**src/rtl/bt_pkg.sv**
```systemverilog
// Shared definitions for the slave-side scan scheduler: FSM encoding,
// scan kind tags, counter widths and the default scan timing values.
package bt_pkg;

    localparam int SCH_CNT_W   = 13;
    localparam int SCH_RSPTO_W = 4;

    // Default page scan timing, in slots (2048 = 0x800).
    localparam logic [SCH_CNT_W-1:0]   TPSCAN_DEF  = 13'd2048;
    localparam logic [SCH_CNT_W-1:0]   TWPSCAN_DEF = 13'd18;
    localparam logic [SCH_RSPTO_W-1:0] RESP_TO_DEF = 4'd8;

    typedef enum logic [1:0] {
        SCH_IDLE  = 2'd0,
        SCH_PSCAN = 2'd1,
        SCH_ISCAN = 2'd2,
        SCH_RESP  = 2'd3
    } sch_state_t;

    // Which kind of scan owns the receiver (also the last_srv encoding).
    typedef enum logic {
        KIND_PAGE = 1'b0,
        KIND_INQ  = 1'b1
    } scan_kind_t;

endpackage

```
**src/rtl/scan_scheduler_if.sv**
```systemverilog
// Bundle between the slot clock / register block / correlator and the scan
// scheduler. The slave modport is the scheduler's view; master is the
// surrounding logic that feeds it.
interface scan_sched_if #(
    parameter int CNT_W   = 13,
    parameter int RSPTO_W = 4
);
    logic               s_tslot_p;
    logic [27:0]        CLKN_slave;
    logic               regi_pscan_en;
    logic               regi_iscan_en;
    logic [CNT_W-1:0]   regi_Tpscan;
    logic [CNT_W-1:0]   regi_Twpscan;
    logic [CNT_W-1:0]   regi_Tiscan;
    logic [CNT_W-1:0]   regi_Twiscan;
    logic [RSPTO_W-1:0] regi_resp_to;
    logic               conn_busy;
    logic               corre_sync_p;
    logic               resp_done_p;
    logic               pagescan;
    logic               inquiryscan;
    logic               scan_resp;
    logic               scan_start_p;
    logic               scan_end_p;

    modport slave (
        input  s_tslot_p, CLKN_slave, regi_pscan_en, regi_iscan_en,
               regi_Tpscan, regi_Twpscan, regi_Tiscan, regi_Twiscan,
               regi_resp_to, conn_busy, corre_sync_p, resp_done_p,
        output pagescan, inquiryscan, scan_resp, scan_start_p, scan_end_p
    );

    modport master (
        output s_tslot_p, CLKN_slave, regi_pscan_en, regi_iscan_en,
               regi_Tpscan, regi_Twpscan, regi_Tiscan, regi_Twiscan,
               regi_resp_to, conn_busy, corre_sync_p, resp_done_p,
        input  pagescan, inquiryscan, scan_resp, scan_start_p, scan_end_p
    );

endinterface

```
**src/rtl/scan_interval_cnt.sv**
```systemverilog
// Scan interval counter: counts slot ticks while enabled and flags a due
// pulse every T ticks (the tick on which the count sits at T-1, which then
// wraps to 0). T=0 behaves as T=1. Cleared while disabled.
module scan_interval_cnt #(
    parameter int CNT_W = 13
) (
    input  logic             clk_6M,
    input  logic             rstz,
    input  logic             en_i,
    input  logic [CNT_W-1:0] t_i,
    input  logic             tick_i,
    output logic             due_o
);

    logic [CNT_W-1:0] cnt_q, cnt_d;
    logic [CNT_W-1:0] t_last;

    // T=0 and T=1 both give a last count of 0, i.e. due on every tick.
    assign t_last = (t_i == '0) ? '0 : t_i - CNT_W'(1);

    // Next count and due pulse; >= keeps the wrap safe if T shrinks mid-count.
    always_comb begin
        // NOTE: every output gets a default first so no path can infer a latch.
        cnt_d = cnt_q;
        due_o = 1'b0;
        if (!en_i) begin
            cnt_d = '0;
        end else if (tick_i) begin
            if (cnt_q >= t_last) begin
                cnt_d = '0;
                due_o = 1'b1;
            end else begin
                cnt_d = cnt_q + CNT_W'(1);
            end
        end
    end

    // Count register with synchronous active-low reset.
    always_ff @(posedge clk_6M) begin
        // NOTE: state uses non-blocking assignments; reset is sampled on the clock edge only.
        if (!rstz) cnt_q <= '0;
        else       cnt_q <= cnt_d;
    end

endmodule

```
**src/rtl/scan_scheduler.sv**
```systemverilog
// Scan scheduler: opens page/inquiry scan windows on even slot pairs when
// their interval counters come due, arbitrates collisions round-robin,
// and holds the receiver during a correlation response.
module scan_scheduler
    import bt_pkg::*;
#(
    parameter int CNT_W   = SCH_CNT_W,
    parameter int RSPTO_W = SCH_RSPTO_W
) (
    input  logic       clk_6M,
    input  logic       rstz,
    scan_sched_if.slave bus
);

    // Windows may only open on a slot boundary with CLKN[1] set.
    logic sq;
    assign sq = bus.s_tslot_p & bus.CLKN_slave[1];

    // Only CLKN[1] matters; the rest of the native clock is intentionally ignored.
    logic unused_clkn;
    assign unused_clkn = ^{bus.CLKN_slave[27:2], bus.CLKN_slave[0]};

    // Zero-valued intervals, windows and timeout all behave as 1.
    logic [CNT_W-1:0]   tp_eff, ti_eff, twp_eff, twi_eff;
    logic [RSPTO_W-1:0] resp_eff;
    assign tp_eff   = (bus.regi_Tpscan  == '0) ? CNT_W'(1) : bus.regi_Tpscan;
    assign ti_eff   = (bus.regi_Tiscan  == '0) ? CNT_W'(1) : bus.regi_Tiscan;
    assign twp_eff  = (bus.regi_Twpscan == '0) ? CNT_W'(1) : bus.regi_Twpscan;
    assign twi_eff  = (bus.regi_Twiscan == '0) ? CNT_W'(1) : bus.regi_Twiscan;
    assign resp_eff = (bus.regi_resp_to == '0) ? RSPTO_W'(1) : bus.regi_resp_to;

    // A window at least as long as its interval never closes.
    logic p_cont, i_cont;
    assign p_cont = (twp_eff >= tp_eff);
    assign i_cont = (twi_eff >= ti_eff);

    logic due_p, due_i;

    scan_interval_cnt #(.CNT_W(CNT_W)) u_page_cnt (
        .clk_6M (clk_6M),
        .rstz   (rstz),
        .en_i   (bus.regi_pscan_en),
        .t_i    (bus.regi_Tpscan),
        .tick_i (bus.s_tslot_p),
        .due_o  (due_p)
    );

    scan_interval_cnt #(.CNT_W(CNT_W)) u_inq_cnt (
        .clk_6M (clk_6M),
        .rstz   (rstz),
        .en_i   (bus.regi_iscan_en),
        .t_i    (bus.regi_Tiscan),
        .tick_i (bus.s_tslot_p),
        .due_o  (due_i)
    );

    sch_state_t         state_q, state_d;
    scan_kind_t         kind_q, kind_d;
    scan_kind_t         last_srv_q, last_srv_d;
    logic [CNT_W-1:0]   wcnt_q, wcnt_d;
    logic [RSPTO_W-1:0] tocnt_q, tocnt_d;
    logic               pend_p_q, pend_p_d, pend_i_q, pend_i_d;
    logic               pagescan_q, inquiryscan_q, scan_resp_q;
    logic               scan_start_q, scan_end_q;
    logic               start_d, end_d, serve_p, serve_i;

    // Is each kind's window currently open (including a response hold)?
    logic p_open, i_open, p_ign, i_ign, pe_p, pe_i;
    assign p_open = (state_q == SCH_PSCAN) || (state_q == SCH_RESP && kind_q == KIND_PAGE);
    assign i_open = (state_q == SCH_ISCAN) || (state_q == SCH_RESP && kind_q == KIND_INQ);
    // A continuous window swallows its own due points.
    assign p_ign  = p_cont & p_open;
    assign i_ign  = i_cont & i_open;
    // Pending as seen by the FSM this cycle: stored flag or a due arriving now.
    assign pe_p   = pend_p_q | (due_p & ~p_ign);
    assign pe_i   = pend_i_q | (due_i & ~i_ign);

    // Pending flags: disable clears, serving clears, a due point sets.
    always_comb begin
        pend_p_d = pend_p_q;
        pend_i_d = pend_i_q;
        if (!bus.regi_pscan_en)   pend_p_d = 1'b0;
        else if (serve_p)         pend_p_d = 1'b0;
        else if (due_p && !p_ign) pend_p_d = 1'b1;
        if (!bus.regi_iscan_en)   pend_i_d = 1'b0;
        else if (serve_i)         pend_i_d = 1'b0;
        else if (due_i && !i_ign) pend_i_d = 1'b1;
    end

    // Scheduler FSM: window start/arbitration, window countdown, response hold.
    always_comb begin
        logic en_cur, cont_cur, pick_i;
        state_d    = state_q;
        kind_d     = kind_q;
        last_srv_d = last_srv_q;
        wcnt_d     = wcnt_q;
        tocnt_d    = tocnt_q;
        start_d    = 1'b0;
        end_d      = 1'b0;
        serve_p    = 1'b0;
        serve_i    = 1'b0;
        pick_i     = 1'b0;
        en_cur     = (kind_q == KIND_INQ) ? bus.regi_iscan_en : bus.regi_pscan_en;
        cont_cur   = (kind_q == KIND_INQ) ? i_cont : p_cont;

        case (state_q)
            SCH_IDLE: begin
                if (sq && !bus.conn_busy && (pe_p || pe_i)) begin
                    start_d = 1'b1;
                    if (pe_p && pe_i) begin
                        // Collision: serve the kind that was not served last time.
                        pick_i     = (last_srv_q == KIND_PAGE);
                        last_srv_d = pick_i ? KIND_INQ : KIND_PAGE;
                    end else begin
                        pick_i = pe_i;
                    end
                    if (pick_i) begin
                        state_d = SCH_ISCAN;
                        kind_d  = KIND_INQ;
                        wcnt_d  = twi_eff - CNT_W'(1);
                        serve_i = 1'b1;
                    end else begin
                        state_d = SCH_PSCAN;
                        kind_d  = KIND_PAGE;
                        wcnt_d  = twp_eff - CNT_W'(1);
                        serve_p = 1'b1;
                    end
                end
            end
            SCH_PSCAN, SCH_ISCAN: begin
                if (!en_cur) begin
                    end_d   = 1'b1;
                    state_d = SCH_IDLE;
                end else if (bus.corre_sync_p) begin
                    // Correlation beats a simultaneous window close.
                    state_d = SCH_RESP;
                    tocnt_d = resp_eff;
                end else if (bus.s_tslot_p && !cont_cur) begin
                    if (wcnt_q == '0) begin
                        end_d   = 1'b1;
                        state_d = SCH_IDLE;
                    end else begin
                        wcnt_d = wcnt_q - CNT_W'(1);
                    end
                end
            end
            SCH_RESP: begin
                if (bus.resp_done_p || (bus.s_tslot_p && tocnt_q <= RSPTO_W'(1))) begin
                    end_d   = 1'b1;
                    state_d = SCH_IDLE;
                end else if (bus.s_tslot_p) begin
                    tocnt_d = tocnt_q - RSPTO_W'(1);
                end
            end
            default: state_d = SCH_IDLE;
        endcase
    end

    // State, counters and registered outputs (decoded from next state).
    always_ff @(posedge clk_6M) begin
        if (!rstz) begin
            state_q       <= SCH_IDLE;
            kind_q        <= KIND_PAGE;
            last_srv_q    <= KIND_PAGE;
            wcnt_q        <= '0;
            tocnt_q       <= '0;
            pend_p_q      <= 1'b0;
            pend_i_q      <= 1'b0;
            pagescan_q    <= 1'b0;
            inquiryscan_q <= 1'b0;
            scan_resp_q   <= 1'b0;
            scan_start_q  <= 1'b0;
            scan_end_q    <= 1'b0;
        end else begin
            state_q       <= state_d;
            kind_q        <= kind_d;
            last_srv_q    <= last_srv_d;
            wcnt_q        <= wcnt_d;
            tocnt_q       <= tocnt_d;
            pend_p_q      <= pend_p_d;
            pend_i_q      <= pend_i_d;
            pagescan_q    <= (state_d == SCH_PSCAN) ||
                             (state_d == SCH_RESP && kind_d == KIND_PAGE);
            inquiryscan_q <= (state_d == SCH_ISCAN) ||
                             (state_d == SCH_RESP && kind_d == KIND_INQ);
            scan_resp_q   <= (state_d == SCH_RESP);
            scan_start_q  <= start_d;
            scan_end_q    <= end_d;
        end
    end

    assign bus.pagescan     = pagescan_q;
    assign bus.inquiryscan  = inquiryscan_q;
    assign bus.scan_resp    = scan_resp_q;
    assign bus.scan_start_p = scan_start_q;
    assign bus.scan_end_p   = scan_end_q;

endmodule

```
**src/flat_wrapper.sv**
```systemverilog
// flat-port wrapper written by rule: the top's interface ports become plain ports
module scan_scheduler_flat import bt_pkg::*;
#(
    parameter int CNT_W   = SCH_CNT_W,
    parameter int RSPTO_W = SCH_RSPTO_W
)
  (clk_6M, rstz, bus_s_tslot_p, bus_CLKN_slave, bus_regi_pscan_en, bus_regi_iscan_en, bus_regi_Tpscan, bus_regi_Twpscan, bus_regi_Tiscan, bus_regi_Twiscan, bus_regi_resp_to, bus_conn_busy, bus_corre_sync_p, bus_resp_done_p, bus_pagescan, bus_inquiryscan, bus_scan_resp, bus_scan_start_p, bus_scan_end_p);
  scan_sched_if #(.CNT_W(CNT_W), .RSPTO_W(RSPTO_W)) bus_i ();
  input  logic clk_6M;
  input  logic rstz;
  input wire logic [$bits(bus_i.s_tslot_p)-1:0] bus_s_tslot_p;
  input wire logic [$bits(bus_i.CLKN_slave)-1:0] bus_CLKN_slave;
  input wire logic [$bits(bus_i.regi_pscan_en)-1:0] bus_regi_pscan_en;
  input wire logic [$bits(bus_i.regi_iscan_en)-1:0] bus_regi_iscan_en;
  input wire logic [$bits(bus_i.regi_Tpscan)-1:0] bus_regi_Tpscan;
  input wire logic [$bits(bus_i.regi_Twpscan)-1:0] bus_regi_Twpscan;
  input wire logic [$bits(bus_i.regi_Tiscan)-1:0] bus_regi_Tiscan;
  input wire logic [$bits(bus_i.regi_Twiscan)-1:0] bus_regi_Twiscan;
  input wire logic [$bits(bus_i.regi_resp_to)-1:0] bus_regi_resp_to;
  input wire logic [$bits(bus_i.conn_busy)-1:0] bus_conn_busy;
  input wire logic [$bits(bus_i.corre_sync_p)-1:0] bus_corre_sync_p;
  input wire logic [$bits(bus_i.resp_done_p)-1:0] bus_resp_done_p;
  output wire logic [$bits(bus_i.pagescan)-1:0] bus_pagescan;
  output wire logic [$bits(bus_i.inquiryscan)-1:0] bus_inquiryscan;
  output wire logic [$bits(bus_i.scan_resp)-1:0] bus_scan_resp;
  output wire logic [$bits(bus_i.scan_start_p)-1:0] bus_scan_start_p;
  output wire logic [$bits(bus_i.scan_end_p)-1:0] bus_scan_end_p;
  assign bus_i.s_tslot_p = bus_s_tslot_p;
  assign bus_i.CLKN_slave = bus_CLKN_slave;
  assign bus_i.regi_pscan_en = bus_regi_pscan_en;
  assign bus_i.regi_iscan_en = bus_regi_iscan_en;
  assign bus_i.regi_Tpscan = bus_regi_Tpscan;
  assign bus_i.regi_Twpscan = bus_regi_Twpscan;
  assign bus_i.regi_Tiscan = bus_regi_Tiscan;
  assign bus_i.regi_Twiscan = bus_regi_Twiscan;
  assign bus_i.regi_resp_to = bus_regi_resp_to;
  assign bus_i.conn_busy = bus_conn_busy;
  assign bus_i.corre_sync_p = bus_corre_sync_p;
  assign bus_i.resp_done_p = bus_resp_done_p;
  assign bus_pagescan = bus_i.pagescan;
  assign bus_inquiryscan = bus_i.inquiryscan;
  assign bus_scan_resp = bus_i.scan_resp;
  assign bus_scan_start_p = bus_i.scan_start_p;
  assign bus_scan_end_p = bus_i.scan_end_p;
  scan_scheduler #(.CNT_W(CNT_W), .RSPTO_W(RSPTO_W)) u_core (.clk_6M(clk_6M), .rstz(rstz), .bus(bus_i));
endmodule
```
**config.mk**
```make
export PLATFORM = sky130hd
export DESIGN_NAME = scan_scheduler_flat
export DESIGN_NICKNAME = d
export VERILOG_FILES = /design/src/rtl/bt_pkg.sv /design/src/rtl/scan_scheduler_if.sv /design/src/rtl/scan_interval_cnt.sv /design/src/rtl/scan_scheduler.sv /design/src/flat_wrapper.sv
export SDC_FILE = /design/constraint.sdc
export NUM_CORES = 1
export LEC_CHECK = 0
export CAP_MARGIN = 20
export CELL_PAD_IN_SITES_DETAIL_PLACEMENT = 1
export CELL_PAD_IN_SITES_GLOBAL_PLACEMENT = 2
export CORE_MARGIN = 1
export CORE_UTILIZATION = 30
export CTS_CLUSTER_SIZE = 30
export DETAILED_ROUTE_END_ITERATION = 8
export MAX_ROUTING_LAYER = met4
export PLACE_DENSITY_LB_ADDON = 0.1
export SLEW_MARGIN = 25
export SYNTH_ARGS = -nofsm -noshare
export SYNTH_HDL_FRONTEND = slang
export SYNTH_SLANG_ARGS = --single-unit
```
**constraint.sdc**
```tcl
create_clock -name clk_6M -period 8.05 [get_ports clk_6M]
set_input_delay 2.0125 -clock clk_6M [delete_from_list [all_inputs] [get_ports clk_6M]]
set_output_delay 2.0125 -clock clk_6M [all_outputs]
set_load 0.01 [all_outputs]
```
==> flow_results.org, run 1 <==
** Outcome
- Result of the run :: finished, final reports clean

** Yosys
- In this run, synthesis produced a sequential element count of 54.
- Count of mapped cells out of synthesis :: between 600 and 700
- Number of warnings reported in the yosys synthesis log :: 0
- Mean cell area of the mapped netlist :: around 7.6 um^2
- Top_reg_cell synth :: sky130_fd_sc_hd__dfxtp_1
- Of the synthesized area, sequential elements account for between 20% and 30%.
- Summed instance area of the synthesized netlist :: about 5100 um^2
- Syn Nets :: approximately 830
- For this run, asynchronously set or reset flops after synthesis account for 0%.
- Counting flops with a built-in enable in the synthesized netlist gives 0.
- Yosys cell types :: 64

** Clock tree
- # clock sinks :: 54
- CTS H-Tree Depth :: 2
- After clock tree synthesis, the clock-pin slew on the worst setup and hold paths is around 70 ps.
- At the later pin of the worst-skew pair, clock insertion delay measures roughly 310 ps.
- TritonCTS built the clock tree.
- The longest clock path from root to sink contains 2 buffers.
- Once the clock tree was built, the setup fixing pass inserted 0 buffers.
- CTS buffer count :: 5
- Clock tree synthesis selected as its root buffer the cell sky130_fd_sc_hd__clkbuf_16.
- Number of resized instances in the post-cts repair step :: 0
- The number of hold buffers added after CTS was 0.

** Critical path
- The critical path is of the input pin to register type.
- The worst setup path is captured at a register.
- STA puts the critical path data required time at about 8300 ps.
- CP arrival :: between 7000 and 8000 ps
- Of all nets on the critical path, the largest fanout is 16.
- Internal reg-to-reg setup slack :: 4110 ps
- CP startpoint kind :: input pin

** Routing
- In the final routing, the length of wire on met1 measures 7634 um.
- The highest metal layer carrying signal wires in the routed design is met4.
- The first TritonRoute pass finished after 4 iterations.
- Routed wire length :: between 15000 and 20000 um
- For this block, the initial DRC count from the detailed router was 177.
- Number of remaining DRC errors :: 0
- WL/cell :: around 17 um
- Remaining antenna violation count :: 0
- Number of vias per cell after detailed routing :: approximately 5.1
- The routed design uses between 7000 and 8000 um of met2 wire.
- The final route contains roughly 4800 vias.
- After detailed routing, the met3 layer carries roughly 370 um of wire.

** Timing
- Worst clock skew :: about 9.6 ps
- Worst-margin pin slew :: approximately 560 ps
- In the finished design, the share of the clock period the worst path needs comes to ~91%.
- Final critical-path required period :: around 7300 ps
- Derived from the worst setup path, the maximum achievable clock frequency is 0.1370 GHz.
- The final number of hold-violating endpoints came to 0.
- Count of final setup violators :: 0
- Adding up every negative setup slack in the final design gives 0 ps.
- Max-slew violation total from the final report :: 0
- Headroom to the max-slew limit came out at 62.37%.
- Setup repair after global routing left no endpoint under its margin.

** Pwr
- Pint :: about 460 uW
- Per report_power, the sequential group accounts for between 40% and 50% of the total.
- Combinational share of power :: around 22%
- Peak ir drop on the vdd network :: 0.07372 mV
- In this run the static leakage power is approximately 2.4 nW.
- The clock network burns 36.7% of the power.
- Net Sw Frac :: between 20 and 30%
- Switching pwr :: approximately 190 uW
- Power spread over the standard cell area amounts to ~110 nW/um^2.

** Place
- DP HPWL :: around 13000 um
- Once placement completed, the tool counted placed cells totaling approximately 930.
- The congestion estimate from routability-driven global placement came to around 0.90.
- Buffers on Ports :: 69

** Global routing
- Overflow left after global routing :: 0
- The initial antenna violation count came to 0.
- Global routing used slightly below 20% of the available tracks across all layers.
- Vias in the first global route :: between 5000 and 6000
- Entering global routing, the biggest net connects 35 pins.
- The first global-routing pass estimated about 27000 um of wire.

** Floorplanning
- Standard-cell rows :: between 40 and 50
- The floorplan step set the die width to between 100 and 150 um.
- Die Outline Area :: approximately 18000 um^2
- Initial cell density of the core :: approximately 30%
- Y dimension of the die :: around 130 um
- Placeable core area :: 16640 um^2
- Top Ports :: just under 100

** Layout
- For this run, the number of standard cells in the final layout without fillers is 937.
- Cells fill between 30% and 40% of the core in the end.
- The filler cells instantiated in the layout total a little over 2000.
- At the end of the flow, the number of nets in the layout was 872.
- Signed area change from the synthesized netlist to the final layout :: 18.98%
- Of the cells placed in the final design, the portion with a size suffix greater than 1 is under 10%.
- Number of diodes :: 0

** Job
- Across the run, the number of max-cap violations was 0.

** Worst hold path
- Min-Delay Path Class :: register to register
==> cells in the final DEF (no fill, tap or decap), types with 3 or more instances in the layout <==
master / n
sky130_fd_sc_hd__a221oi_4: 3
sky130_fd_sc_hd__nor3_1: 20
sky130_fd_sc_hd__a211oi_1: 8
sky130_fd_sc_hd__o211ai_1: 3
sky130_fd_sc_hd__o21ai_0: 28
sky130_fd_sc_hd__a41oi_1: 8
sky130_fd_sc_hd__and4_1: 5
sky130_fd_sc_hd__nand4_1: 17
sky130_fd_sc_hd__a311oi_1: 4
sky130_fd_sc_hd__buf_4: 6
sky130_fd_sc_hd__and3_1: 8
sky130_fd_sc_hd__or2_2: 6
sky130_fd_sc_hd__ha_1: 64
sky130_fd_sc_hd__mux2i_1: 9
sky130_fd_sc_hd__and2_1: 5
sky130_fd_sc_hd__o21ai_1: 3
sky130_fd_sc_hd__clkdlybuf4s50_1: 69
sky130_fd_sc_hd__nand3_1: 16
sky130_fd_sc_hd__nand2_1: 90
sky130_fd_sc_hd__or3_1: 4
sky130_fd_sc_hd__nor3b_1: 3
sky130_fd_sc_hd__a21oi_1: 34
sky130_fd_sc_hd__clkbuf_16: 5
sky130_fd_sc_hd__o21a_1: 6
sky130_fd_sc_hd__nand2b_1: 5
sky130_fd_sc_hd__inv_1: 44
sky130_fd_sc_hd__xor2_1: 20
sky130_fd_sc_hd__nor4_1: 11
sky130_fd_sc_hd__a21o_1: 4
sky130_fd_sc_hd__a211o_1: 3
sky130_fd_sc_hd__dfxtp_1: 54
sky130_fd_sc_hd__a31oi_1: 4
sky130_fd_sc_hd__xnor2_1: 28
sky130_fd_sc_hd__nor2_1: 67
sky130_fd_sc_hd__nor2b_1: 15
==> worst paths after layout <==
check                     startpoint                end  cells past startpoint
setup reg to reg   u_core.state_q[0]   u_core.wcnt_q[8]                     13
setup / recovery  bus_regi_Tpscan[4]   u_core.wcnt_q[8]                     20
hold reg to reg    u_core.tocnt_q[0]  u_core.tocnt_q[0]                      2
hold / removal     u_core.tocnt_q[0]  u_core.tocnt_q[0]                      2
==> layer usage <==
| layer | vias to the layer above | track usage, % |
|---|---|---|
| li1 | 2459 | - |
| met1 | 2288 | 24.26 |
| met2 | 56 | 32.60 |
| met3 | 22 | 3.180 |
| met4 | 0 | 6.705 |
| met5 | - | - |
==> area by class of cell <==
type | instances | area [um^2] | area share, %
inverter | 44 | 165.2 | 2.710
sequential | 54 | 1081 | 17.74
tap | 220 | 275.3 | 4.517
clock inverter | 2 | 12.51 | 0.2053
multi-input combinational | 536 | 3686 | 60.48
timing repair buffer | 75 | 735.7 | 12.07
clock buffer | 6 | 138.9 | 2.279
==> power groups by stage <==
stage / logic, mW / registers [mW] / clock network (mW)
floorplan: 0.0760 / 0.275 / 0
global placement: 0.136 / 0.275 / 0
detailed placement: 0.140 / 0.275 / 0
CTS: 0.141 / 0.269 / 0.244
global route: 0.156 / 0.269 / 0.258
finish: 0.138 / 0.269 / 0.236
==> metrics by stage <==
step | power [mW] | hold WS (ps) | setup slack [ps] | cell area, um^2
2_1_floorplan | 0.3507 | 467.1 | 1626 | 5122
3_3_place_gp | 0.4107 | 493.3 | 601.8 | 5943
3_5_place_dp | 0.4147 | 508.3 | 499.6 | 5943
4_1_cts | 0.6534 | 518.2 | 802.0 | 6095
5_1_grt | 0.6829 | 545.1 | 435.6 | 6095
6_report | 0.6432 | 514.8 | 752.1 | 6095
==> synth_stat cells, drive strengths merged (3+ instances only) <==
cell    count  share of area [%]
a211o       3               0.51
a211oi      8                1.2
a21o        4               0.59
a21oi      34                3.3
a221oi      4                1.7
a311oi      5               0.98
a31oi       4               0.49
a41oi       8                1.4
and2        5               0.61
and3        9                1.2
and4        7                1.3
buf         6               0.93
clkbuf     38                2.8
dfxtp      54                 21
ha         64                 16
inv        44                3.2
mux2i       9                1.8
nand2      90                6.6
nand2b      5               0.61
nand3      16                1.6
nand4      18                2.3
nor2       67                4.9
nor2b      15                1.8
nor3       20                2.0
nor3b       3               0.44
nor4       12                1.6
o211ai      4               0.68
o21a        6               0.88
o21ai      31                3.0
or2         6               0.73
or3         4               0.49
xnor2      28                4.8
xor2       20                3.4
==> kinds of logic after synthesis <==
| family | share of synthesized area [%] |
|---|---|
| adders and majority gates | 15.63 |
| buffers and inverters | 6.937 |
| AOI/OAI and AO/OA | 19.64 |
| xor gates and xnor gates | 8.207 |
| DFF | 21.10 |
| muxes | 2.198 |
| and+or+nand+nor | 26.28 |
==> worst max-delay path: stages <==
cell and delay [ps]:
sky130_fd_sc_hd__clkdlybuf4s50_1 480, sky130_fd_sc_hd__nor4_1 510, sky130_fd_sc_hd__nand4_1 230, sky130_fd_sc_hd__nor3_1 380
sky130_fd_sc_hd__nand3_1 200, sky130_fd_sc_hd__nor3b_1 180, sky130_fd_sc_hd__a21oi_1 210, sky130_fd_sc_hd__ha_1 300
sky130_fd_sc_hd__and4_1 230, sky130_fd_sc_hd__nand4_1 120, sky130_fd_sc_hd__a21oi_1 120, sky130_fd_sc_hd__o311ai_2 320
sky130_fd_sc_hd__buf_4 220, sky130_fd_sc_hd__and4_4 410, sky130_fd_sc_hd__mux2i_1 360, sky130_fd_sc_hd__o21a_1 160
sky130_fd_sc_hd__ha_1 230, sky130_fd_sc_hd__nand4_2 190, sky130_fd_sc_hd__or3_1 370, sky130_fd_sc_hd__a311oi_1 270
==> flip-flops by register name, indices dropped and copies added, names as in the netlist, 2 cells and up <==
name and cells:
u_core.state_q 2, u_core.tocnt_q 4, u_core.u_inq_cnt.cnt_q 13, u_core.u_page_cnt.cnt_q 13, u_core.wcnt_q 13
Note: power is estimated with default switching activity, not from simulation.
==> run 2, diff against run 1 <==
--- a/config.mk
+++ b/config.mk
@@ -12,8 +12,10 @@
 export CORE_UTILIZATION = 30
 export CTS_CLUSTER_SIZE = 30
 export DETAILED_ROUTE_END_ITERATION = 8
+export GPL_TIMING_DRIVEN = 0
 export MAX_ROUTING_LAYER = met4
 export PLACE_DENSITY_LB_ADDON = 0.1
+export RECOVER_POWER = 100
 export SLEW_MARGIN = 25
 export SYNTH_ARGS = -nofsm -noshare
 export SYNTH_HDL_FRONTEND = slang
==> run 2 against run 1 <==
Sequential power about the same. Worst hold slack better by 8.4 ps. Setup slack worse by 310 ps. Clock skew is 3.1 ps lower. Sequential cell count unchanged. Global-route usage about the same. Utilization rose by 0.95 points. Critical path depth rose by 3. Cell count up 3.9%. Critical path type unchanged.
==> flow_results.org, run 2 (synthesized netlist as in run 1, its figures left out) <==
** Outcome
- Result of the run :: finished, final reports clean (unchanged)

** Routing
- The average routed wire per standard cell came to 17.01 um (was 17.22 um).
- Number of remaining DRC errors :: 0 (unchanged)
- The remaining number of nets flagged by the antenna check after routing is 0 (unchanged).
- The total wirelength of the detailed-routed design was 16570 um (was 16140 um).
- Number of iterations in the first detailed-routing pass :: 4 (unchanged)
- The number of DRC markers after the initial detailed-route iteration is 138 (was 177).
- Number of vias per cell after detailed routing :: 5.090 (was 5.149)
- The via count of the routed design is 4958 (was 4825).

** Pwr
- Static Leak :: 2.515 nW (was 2.445 nW)
- Switching pwr :: 185.1 uW (was 186.6 uW)
- Clk network pwr share :: 38.7% (was 36.7%)
- The internal power of the cells was 489.2 uW (was 456.6 uW).
- Total power per unit cell area :: 107.8 nW/um^2 (was 105.5 nW/um^2)
- Net Sw Frac :: 27.45% (was 29.01%)
- Peak ir drop on the vdd network :: 0.07380 mV (was 0.07372 mV)
- The part of the total power dissipated in combinational logic was 21.4% (was 21.5%).
- Reg power frac :: 39.9% (was 41.8%)

** Critical path
- CP arrival :: 7820 ps (was 7510 ps)
- Internal reg-to-reg setup slack :: 3910 ps (was 4110 ps)
- The length in cells of the worst reg-to-reg path was 14 (was 13).
- The most numerous cell type found on the critical path is sky130_fd_sc_hd__ha_1.
- The worst path buffer plus inverter count was 6 (was 2).
- The startpoint of the worst-slack reg-to-reg timing path is u_core.u_page_cnt.cnt_q[3] (was u_core.state_q[0]).
- Critical Path, Cell by Cell: dlygate4sd3_1, inv_1, ha_1, and3_1, nand2_1, or4_1, clkbuf_1, nand2_1, ha_1, nor2b_1, o211a_1, o311ai_0, a311o_1, buf_2, and4_2, buf_6, buf_6, mux2i_1, o21a_1, ha_1, nand4_2, or3_1, a311oi_1 (was clkdlybuf4s50_1, nor4_1, nand4_1, nor3_1, nand3_1, nor3b_1, a21oi_1, ha_1, and4_1, nand4_1, a21oi_1, o311ai_2, buf_4, and4_4, mux2i_1, o21a_1, ha_1, nand4_2, or3_1, a311oi_1).
- The highest cell delay on the worst timing path is 600 ps (was 510 ps).
- The worst reg2reg path endpoint is u_core.wcnt_q[8] (unchanged).
- Critical-path cell with the highest stage delay :: sky130_fd_sc_hd__dlygate4sd3_1 (was sky130_fd_sc_hd__nor4_1)
- Setup crit end kind :: register (unchanged)
- The kind of launch point of the worst setup path is an input pin (unchanged).
- Category of the critical setup timing path :: input pin to register (unchanged)
- The maximum fanout count along the critical path came to 10 (was 16).
- Worst Path Required :: 8270 ps (was 8260 ps)
- Dominant delay contributor by cell family on the critical path :: simple AND/OR/NAND/NOR gates (unchanged)

** Layout
- The area growth from synthesis to layout is 22.08% (was 18.98%).
- Nets :: 910 (was 872)
- The count of antenna diodes in the layout is 0 (unchanged).
- Top library cells by usage in the layout, fill and taps aside :: 90 x sky130_fd_sc_hd__nand2_1, 67 x sky130_fd_sc_hd__nor2_1, 64 x sky130_fd_sc_hd__ha_1, 62 x sky130_fd_sc_hd__clkdlybuf4s50_1, 54 x sky130_fd_sc_hd__dfxtp_1 (was 90 x sky130_fd_sc_hd__nand2_1, 69 x sky130_fd_sc_hd__clkdlybuf4s50_1, 67 x sky130_fd_sc_hd__nor2_1, 64 x sky130_fd_sc_hd__ha_1, 54 x sky130_fd_sc_hd__dfxtp_1)
- Largest registers: u_core.u_inq_cnt.cnt_q x13, u_core.u_page_cnt.cnt_q x13, u_core.wcnt_q x13 (unchanged).
- The leading cell type in the layout, fill and taps excluded is sky130_fd_sc_hd__nand2_1 (unchanged).
- Share of layout cells above drive strength 1 :: 4.642% (was 5.439%)

** Global routing
- The leftover overflow at the end of global routing came to 0 (unchanged).
- Wire length of the first global-routing pass :: 26540 um (was 26600 um)
- Vias in the first global route :: 5258 (was 5046)
- Antenna violations before repair :: 0 (unchanged)
- Global-route usage over all layers :: 19.67% (was 19.71%)
- Largest net degree at the start of global routing :: 16 (was 35)

** Clock tree
- Buffer depth of the longest clock path :: 2 (unchanged)
- The master cell of the clock root buffer is sky130_fd_sc_hd__clkbuf_16 (unchanged).
- The number of CTS-inserted buffers was 5 (unchanged).
- The number of levels the H-tree was split into is 2 (unchanged).
- Number of resized instances in the post-cts repair step :: 0 (unchanged)
- The count of hold buffers inserted by post-cts repair was 0 (unchanged).
- Clock slew at reported path FFs :: 80 ps (was 70 ps)
- The TritonCTS clock tree was done (unchanged).
- Number of setup buffers added after CTS :: 0 (unchanged)
- # clock sinks :: 54 (unchanged)
- The latest clock arrival within the worst-skew pair came to 310 ps (about the same).

** Floorplanning
- Y dimension of the die :: 132.7 um (unchanged)
- Die Outline Area :: 17600 um^2 (unchanged)
- Top Ports :: 97 (unchanged)
- The die span in x is 132.7 um (unchanged).
- The row count is 47 (unchanged).
- The core area came to 16640 um^2 (unchanged).
- The starting density of the core was 30.78% (unchanged).

** Job
- The max-capacitance violation count is 0 (unchanged).

** Timing
- The final number of hold-violating endpoints is 0 (unchanged).
- The clock skew after layout is 6.467 ps (was 9.558 ps).
- Max-slew violation total from the final report :: 0 (unchanged)
- Worst setup margin :: 445.9 ps (was 752.1 ps)
- Count of final setup violators :: 0 (unchanged)
- Worst-margin pin slew :: 681.3 ps (was 563.9 ps)
- Setup TNS :: 0 ps (unchanged)
- The final critical-path share of the clock period is 94.46% (was 90.66%).
- Final critical-path required period :: 7604 ps (was 7298 ps)
- The maximum operating frequency is 0.1315 GHz (was 0.1370 GHz).
- Setup repair after global routing missed its margin: false (unchanged).
- The relative slew slack is 54.58% (was 62.37%).

** Worst hold path
- The sink of the worst hold path was u_core.tocnt_q[0] (unchanged).
- The worst hold path stage count is 2 (unchanged).
- Worst Min Path Start :: u_core.tocnt_q[0] (unchanged)
- The kind of path behind the tightest hold check was register to register (unchanged).

** Place
- Setup Slack @ Placement :: 129.3 ps (was 499.6 ps)
- Buffers on Ports :: 69 (unchanged)
- DP HPWL :: 13940 um (was 13320 um)
- The routability congestion estimate was 0.8992 (was 0.9004).
[run 2: per-stage QoR]
| stage | util, % | hold slack [ps] | power (mW) | instance area [um^2] | instances |
|---|---|---|---|---|---|
| after global routing | 37.58 | 560.1 | 0.7081 | 6254 | 974 |
| after floorplan | - | 467.1 | 0.3507 | 5122 | 678 |
| after global placement | 36.58 | 493.1 | 0.4151 | 6088 | 967 |
| after detailed placement | 36.58 | 516.1 | 0.4202 | 6088 | 967 |
| after CTS | 37.60 | 531.7 | 0.6846 | 6257 | 974 |
| final | 37.58 | 523.3 | 0.6743 | 6254 | 974 |
[run 2: worst reg2reg max path: cells and delay by family, from the launching register on]
family / cells / cell delay, ps
DFF: 1 / 430
buffers and inverters: 2 / 320
and+or+nand+nor: 3 / 930
muxes: 1 / 320
AOI/OAI and AO/OA: 6 / 1540
adders and majority gates: 2 / 510
[run 2: cell type report]
class	instances	area (um^2)
fill	2009	10390
tap	220	275.3
buffer	44	190.2
clock buffer	6	138.9
clock inverter	1	30.03
timing repair buffer	69	690.7
multi-input combinational	536	3682
sequential	54	1081
inverter	44	165.2
[run 2: routing by layer]
metal  GRT usage [%]  part of all wire (%)
met3           2.490                   1.8
met4           5.619                   1.6
met1           23.78                    47
met2           34.06                    49
met5               -                     0
[run 2: power groups by stage]
| stage | sequential [mW] | clock, mW | combinational, mW |
|---|---|---|---|
| floorplan | 0.275 | 0 | 0.0760 |
| global placement | 0.275 | 0 | 0.140 |
| detailed placement | 0.275 | 0 | 0.145 |
| CTS | 0.269 | 0.269 | 0.146 |
| global route | 0.269 | 0.278 | 0.161 |
| finish | 0.269 | 0.261 | 0.144 |
[run 2: worst max-delay path by stage]
stage	start	endpoint	slack, ps	depth (start not counted)
floorplan	bus_regi_Tpscan[5]	u_core.wcnt_q[8]	1630	20
global placement	bus_regi_Tpscan[5]	u_core.wcnt_q[8]	230	21
detailed placement	bus_regi_Tpscan[4]	u_core.wcnt_q[8]	130	21
CTS	bus_regi_Tpscan[4]	u_core.wcnt_q[8]	450	21
global route	bus_regi_Tpscan[4]	u_core.wcnt_q[8]	20	21
finish	bus_regi_Tiscan[1]	u_core.wcnt_q[8]	450	23
==> run 3, diff against run 2 <==
--- a/config.mk
+++ b/config.mk
@@ -5,11 +5,13 @@
 export SDC_FILE = /design/constraint.sdc
 export NUM_CORES = 1
 export LEC_CHECK = 0
+export ABC_AREA = 1
+export ABC_CLOCK_PERIOD_IN_PS = 8050
 export CAP_MARGIN = 20
 export CELL_PAD_IN_SITES_DETAIL_PLACEMENT = 1
 export CELL_PAD_IN_SITES_GLOBAL_PLACEMENT = 2
 export CORE_MARGIN = 1
-export CORE_UTILIZATION = 30
+export CORE_UTILIZATION = 29
 export CTS_CLUSTER_SIZE = 30
 export DETAILED_ROUTE_END_ITERATION = 8
 export GPL_TIMING_DRIVEN = 0
@@ -19,4 +21,5 @@
 export SLEW_MARGIN = 25
 export SYNTH_ARGS = -nofsm -noshare
 export SYNTH_HDL_FRONTEND = slang
+export SYNTH_HIERARCHICAL = 1
 export SYNTH_SLANG_ARGS = --single-unit
==> run 3 against run 2 <==
Sequential power rose by 10%. Die area grew 14%. Area after synthesis rose by 10%. Cell area is 7.6% higher. Utilization is 2.0 points lower. Total power increased by 15%. Clock skew shrank 0.78 ps. Critical path type unchanged. Highest routed layer unchanged.
==> flow_results.org, run 3 <==
** Timing
- The final-layout worst hold slack is 523.0 ps (was 523.3 ps).
- Count of final setup violators :: 0 (unchanged)
- The relative slew slack is 49.63% (was 54.58%).
- The clock skew after layout came to 5.685 ps (was 6.467 ps).
- The actual transition at the worst max-transition pin came to 755.5 ps (was 681.3 ps).
- The post-route worst setup slack was 1410 ps (was 445.9 ps).
- The minimum period implied by the final worst setup slack is 6640 ps (was 7604 ps).
- Maximum clock rate :: 0.1506 GHz (was 0.1315 GHz)
- Setup repair after global routing missed its margin: false (unchanged).
- The final number of hold-violating endpoints is 0 (unchanged).
- Period utilization :: 82.49% (was 94.46%)
- The number of slew-limit violations in the final report is 0 (unchanged).
- Setup TNS :: 0 ps (unchanged)

** Layout
- The number of nets in the layout was 1102 (was 910).
- The fraction of layout cells with a size suffix above 1 came to 10.88% (was 4.642%).
- Fin cells :: 1207 (was 974)
- The area growth from synthesis to layout is 18.88% (was 22.08%).
- The summed area of non-filler cells in the final layout came to 6728 um^2 (was 6254 um^2).
- Commonest non-fill, non-tap cell in the layout :: sky130_fd_sc_hd__nand2_1 (unchanged)
- The fraction of the core area covered by cells at the end of the flow was 35.61% (was 37.58%).
- Number of diodes :: 0 (unchanged)
- Top library cells by usage in the layout, fill and taps aside :: 182 x sky130_fd_sc_hd__nand2_1, 133 x sky130_fd_sc_hd__inv_1, 90 x sky130_fd_sc_hd__nor2_1, 63 x sky130_fd_sc_hd__ha_1, 60 x sky130_fd_sc_hd__clkdlybuf4s50_1 (was 90 x sky130_fd_sc_hd__nand2_1, 67 x sky130_fd_sc_hd__nor2_1, 64 x sky130_fd_sc_hd__ha_1, 62 x sky130_fd_sc_hd__clkdlybuf4s50_1, 54 x sky130_fd_sc_hd__dfxtp_1)
- Largest registers :: u_core/u_inq_cnt/cnt_q x13, u_core/u_page_cnt/cnt_q x13, u_core/wcnt_q x13 (was u_core.u_inq_cnt.cnt_q x13, u_core.u_page_cnt.cnt_q x13, u_core.wcnt_q x13)

** Yosys
- Top_reg_cell synth :: sky130_fd_sc_hd__dfxtp_1 (unchanged)
- The count of cell types in the netlist is 49 (was 64).
- The post-synthesis sequential area ratio is 19.10% (was 21.10%).
- Leading cell types by total area after synthesis :: sky130_fd_sc_hd__dfxtp_1 19%, sky130_fd_sc_hd__ha_1 14%, sky130_fd_sc_hd__nand2_1 12%, sky130_fd_sc_hd__inv_1 8.8%, sky130_fd_sc_hd__nor2_1 5.8% (was sky130_fd_sc_hd__dfxtp_1 21%, sky130_fd_sc_hd__ha_1 16%, sky130_fd_sc_hd__nand2_1 6.6%, sky130_fd_sc_hd__nor2_1 4.9%, sky130_fd_sc_hd__xnor2_1 4.8%)
- The largest area contributor in the netlist is sky130_fd_sc_hd__dfxtp_1 (unchanged).
- The share of the synthesized area in the top cell type is 19.10% (was 21.10%).
- Number of enable flip-flop cells after synthesis :: 0 (unchanged)
- The count of yosys warnings during synthesis is 6 (was 0).
- The synthesized instance count came to 871 (was 678).
- Post-synth ARST share :: 0% (unchanged)
- The average footprint of a synthesized cell came to 6.497 um^2 (was 7.555 um^2).
- Flip-flop and latch count after synthesis :: 54 (unchanged)
- Summed instance area of the synthesized netlist :: 5659 um^2 (was 5122 um^2)
- The most instantiated library cell after synthesis is sky130_fd_sc_hd__nand2_1 (unchanged).
- Leading post-synthesis cells by instance count: 175 x sky130_fd_sc_hd__nand2_1, 132 x sky130_fd_sc_hd__inv_1, 87 x sky130_fd_sc_hd__nor2_1 (was 90 x sky130_fd_sc_hd__nand2_1, 67 x sky130_fd_sc_hd__nor2_1, 64 x sky130_fd_sc_hd__ha_1).
- Syn Nets :: 1026 (was 834)

** Global routing
- Global-route usage over all layers :: 18.54% (was 19.67%)
- Antenna violations before repair :: 0 (unchanged)
- The met2 usage in global routing is 32.93% (was 34.06%).
- The number of global-route vias before repair came to 5574 (was 5258).
- Highest-utilization routing layer at the global route stage :: met2 (unchanged)
- The leftover overflow at the end of global routing is 0 (unchanged).
- Largest net degree at the start of global routing :: 15 (was 16)
- The met1 track demand over resource is 22.79% (was 23.78%).
- The met3 usage in global routing came to 2.092% (was 2.490%).
- Wire length of the first global-routing pass :: 28410 um (was 26540 um)

** Floorplanning
- The number of primary I/O pins is 97 (unchanged).
- Placeable core area :: 18890 um^2 (was 16640 um^2)
- The die span in x is 141.7 um (was 132.7 um).
- Standard-cell rows :: 50 (was 47)
- Initial cell density of the core :: 29.95% (was 30.78%)
- The overall die area came to 20080 um^2 (was 17600 um^2).
- Y dimension of the die :: 141.7 um (was 132.7 um)

** Outcome
- Result of the run :: finished, final reports clean (unchanged)

** Pwr
- The total power per unit cell area was 115.7 nW/um^2 (was 107.8 nW/um^2).
- Reg power frac :: 38.0% (was 39.9%)
- Switching pwr :: 275.8 uW (was 185.1 uW)
- The fraction of power consumed by the clock network was 28.2% (was 38.7%).
- The switching share of power was 35.45% (was 27.45%).
- Pint :: 502.3 uW (was 489.2 uW)
- Peak ir drop on the vdd network :: 0.06552 mV (was 0.07380 mV)
- Overall Power :: 778.2 uW (was 674.3 uW)
- Combinational share of power :: 33.8% (was 21.4%)
- The static leakage is 3.146 nW (was 2.515 nW).

** Routing
- The detail-routed via count per cell is 4.558 (was 5.090).
- The via count of the routed design was 5502 (was 4958).
- The average routed wire per standard cell came to 14.39 um (was 17.01 um).
- The first-pass iteration count of the detailed router is 4 (unchanged).
- The detailed-route DRC error count is 0 (unchanged).
- The number of DRC markers after the initial detailed-route iteration came to 167 (was 138).
- Remaining antenna violation count :: 0 (unchanged)
- The total wirelength of the detailed-routed design is 17370 um (was 16570 um).

** Critical path
- The startpoint of the worst-slack reg-to-reg timing path was u_core/u_inq_cnt/cnt_q[12] (was u_core.u_page_cnt.cnt_q[3]).
- CP arrival :: 6850 ps (was 7820 ps)
- The worst setup slack for register-to-register paths came to 4760 ps (was 3910 ps).
- The worst reg2reg path endpoint was u_core/wcnt_q[8] (was u_core.wcnt_q[8]).
- The cell with the most instances on the worst path is sky130_fd_sc_hd__nand2_1 (was sky130_fd_sc_hd__ha_1).
- Logic depth of the worst register-to-register path :: 24 (was 14)
- Critical-path cell with the highest stage delay :: sky130_fd_sc_hd__dlygate4sd3_1 (unchanged)
- The launch point of the worst path is bus_regi_Tiscan[0] (was bus_regi_Tiscan[1]).
- The required arrival time at the worst endpoint was 8260 ps (was 8270 ps).
- The endpoint of the most critical setup path is u_core/wcnt_q[8] (was u_core.wcnt_q[8]).
- CP startpoint kind :: input pin (unchanged)
- Highest net fanout along the worst path :: 10 (unchanged)
- Setup crit end kind :: register (unchanged)
- The worst setup path category is input pin to register (unchanged).
- The highest cell delay on the worst timing path came to 600 ps (about the same).

** Job
- The max-capacitance violation count is 0 (unchanged).

** Clock tree
- Number of resized instances in the post-cts repair step :: 0 (unchanged)
- Clock slew at reported path FFs :: 70 ps (was 80 ps)
- The number of CTS-inserted buffers came to 5 (unchanged).
- The TritonCTS clock tree is done (unchanged).
- The latest clock arrival within the worst-skew pair came to 300 ps (was 310 ps).
- CTS H-Tree Depth :: 2 (unchanged)
- Buffer type at the clock tree root :: sky130_fd_sc_hd__clkbuf_16 (unchanged)
- The buffer depth of the longest clock path was 2 (unchanged).
- Number of setup buffers added after CTS :: 0 (unchanged)
- The count of hold buffers inserted by post-cts repair was 0 (unchanged).
- # clock sinks :: 54 (unchanged)

** Place
- The cell total after placement was 1200 (was 967).
- The worst slack at placement is 1670 ps (was 129.3 ps).
- The routability congestion estimate came to 0.7906 (was 0.8992).
- The count of port buffers added during placement was 69 (unchanged).
- DP HPWL :: 14830 um (was 13940 um)
- Post-Place Cell Area :: 6675 um^2 (was 6088 um^2)

** Worst hold path
- Min-Delay Path Class :: register to register (unchanged)
[run 3: changes by cell type in the layout (fill, tap and decap cells not counted), moves of 10 or more]
cell,change
sky130_fd_sc_hd__nor2_1,+23
sky130_fd_sc_hd__nand3_2,+10
sky130_fd_sc_hd__nor2_2,+29
sky130_fd_sc_hd__xnor2_1,-21
sky130_fd_sc_hd__nand3_1,+38
sky130_fd_sc_hd__inv_1,+89
sky130_fd_sc_hd__nor2b_1,-15
sky130_fd_sc_hd__nor2_4,+10
sky130_fd_sc_hd__nand2_1,+92
sky130_fd_sc_hd__nand2_2,+16
[run 3: how the worst min path moves through the flow]
stage / from / endpoint / slack (ps) / cells past startpoint
6_report: u_core/tocnt_q[2] / u_core/tocnt_q[2] / 520 / 2
5_1_grt: u_core/tocnt_q[2] / u_core/tocnt_q[2] / 550 / 2
4_1_cts: u_core/tocnt_q[2] / u_core/tocnt_q[2] / 530 / 2
3_5_place_dp: u_core/tocnt_q[2] / u_core/tocnt_q[2] / 520 / 2
3_3_place_gp: u_core/tocnt_q[2] / u_core/tocnt_q[2] / 510 / 2
2_1_floorplan: u_core/tocnt_q[2] / u_core/tocnt_q[2] / 460 / 2
[run 3: critical path, delay by kind of cell]
family	cells	cell delay (ps)
fa+ha+maj	3	690
buf+inv	7	1170
simple gates	24	2950
[run 3: per-layer routing]
metal	part of all wire, %	vias to the layer above
met3	1.7	7
met5	0	-
met4	0.59	0
met1	48	2534
met2	50	35
li1	-	2926
[run 3: power by group through the flow]
stage | Clock, mW | Sequential, mW | Combinational [mW]
2_1_floorplan | 0 | 0.297 | 0.172
3_3_place_gp | 0 | 0.302 | 0.270
3_5_place_dp | 0 | 0.302 | 0.272
4_1_cts | 0.230 | 0.296 | 0.273
5_1_grt | 0.239 | 0.298 | 0.300
6_report | 0.219 | 0.296 | 0.263
[run 3: kinds of logic (layout without fill, tap and decap cells)]
family | count (synthesis) | in the layout | synth area share, %
AOI/OAI and AO/OA | 96 | 96 | 9.971
muxes | 2 | 2 | 0.3538
DFF | 54 | 54 | 19.10
xor gates and xnor gates | 26 | 26 | 4.024
adders and majority gates | 63 | 63 | 13.93
buffers and inverters | 179 | 255 | 13.27
and+or+nand+nor | 451 | 451 | 39.35
[run 3: cell type report]
cell class / count / area [um^2]
Multi-Input combinational cell: 638 / 3782
Buffer: 38 / 178.9
Inverter: 141 / 536.8
Clock buffer: 7 / 132.6
Timing Repair Buffer: 69 / 690.7
Tap cell: 260 / 325.3
Fill cell: 2471 / 12170
Sequential cell: 54 / 1081
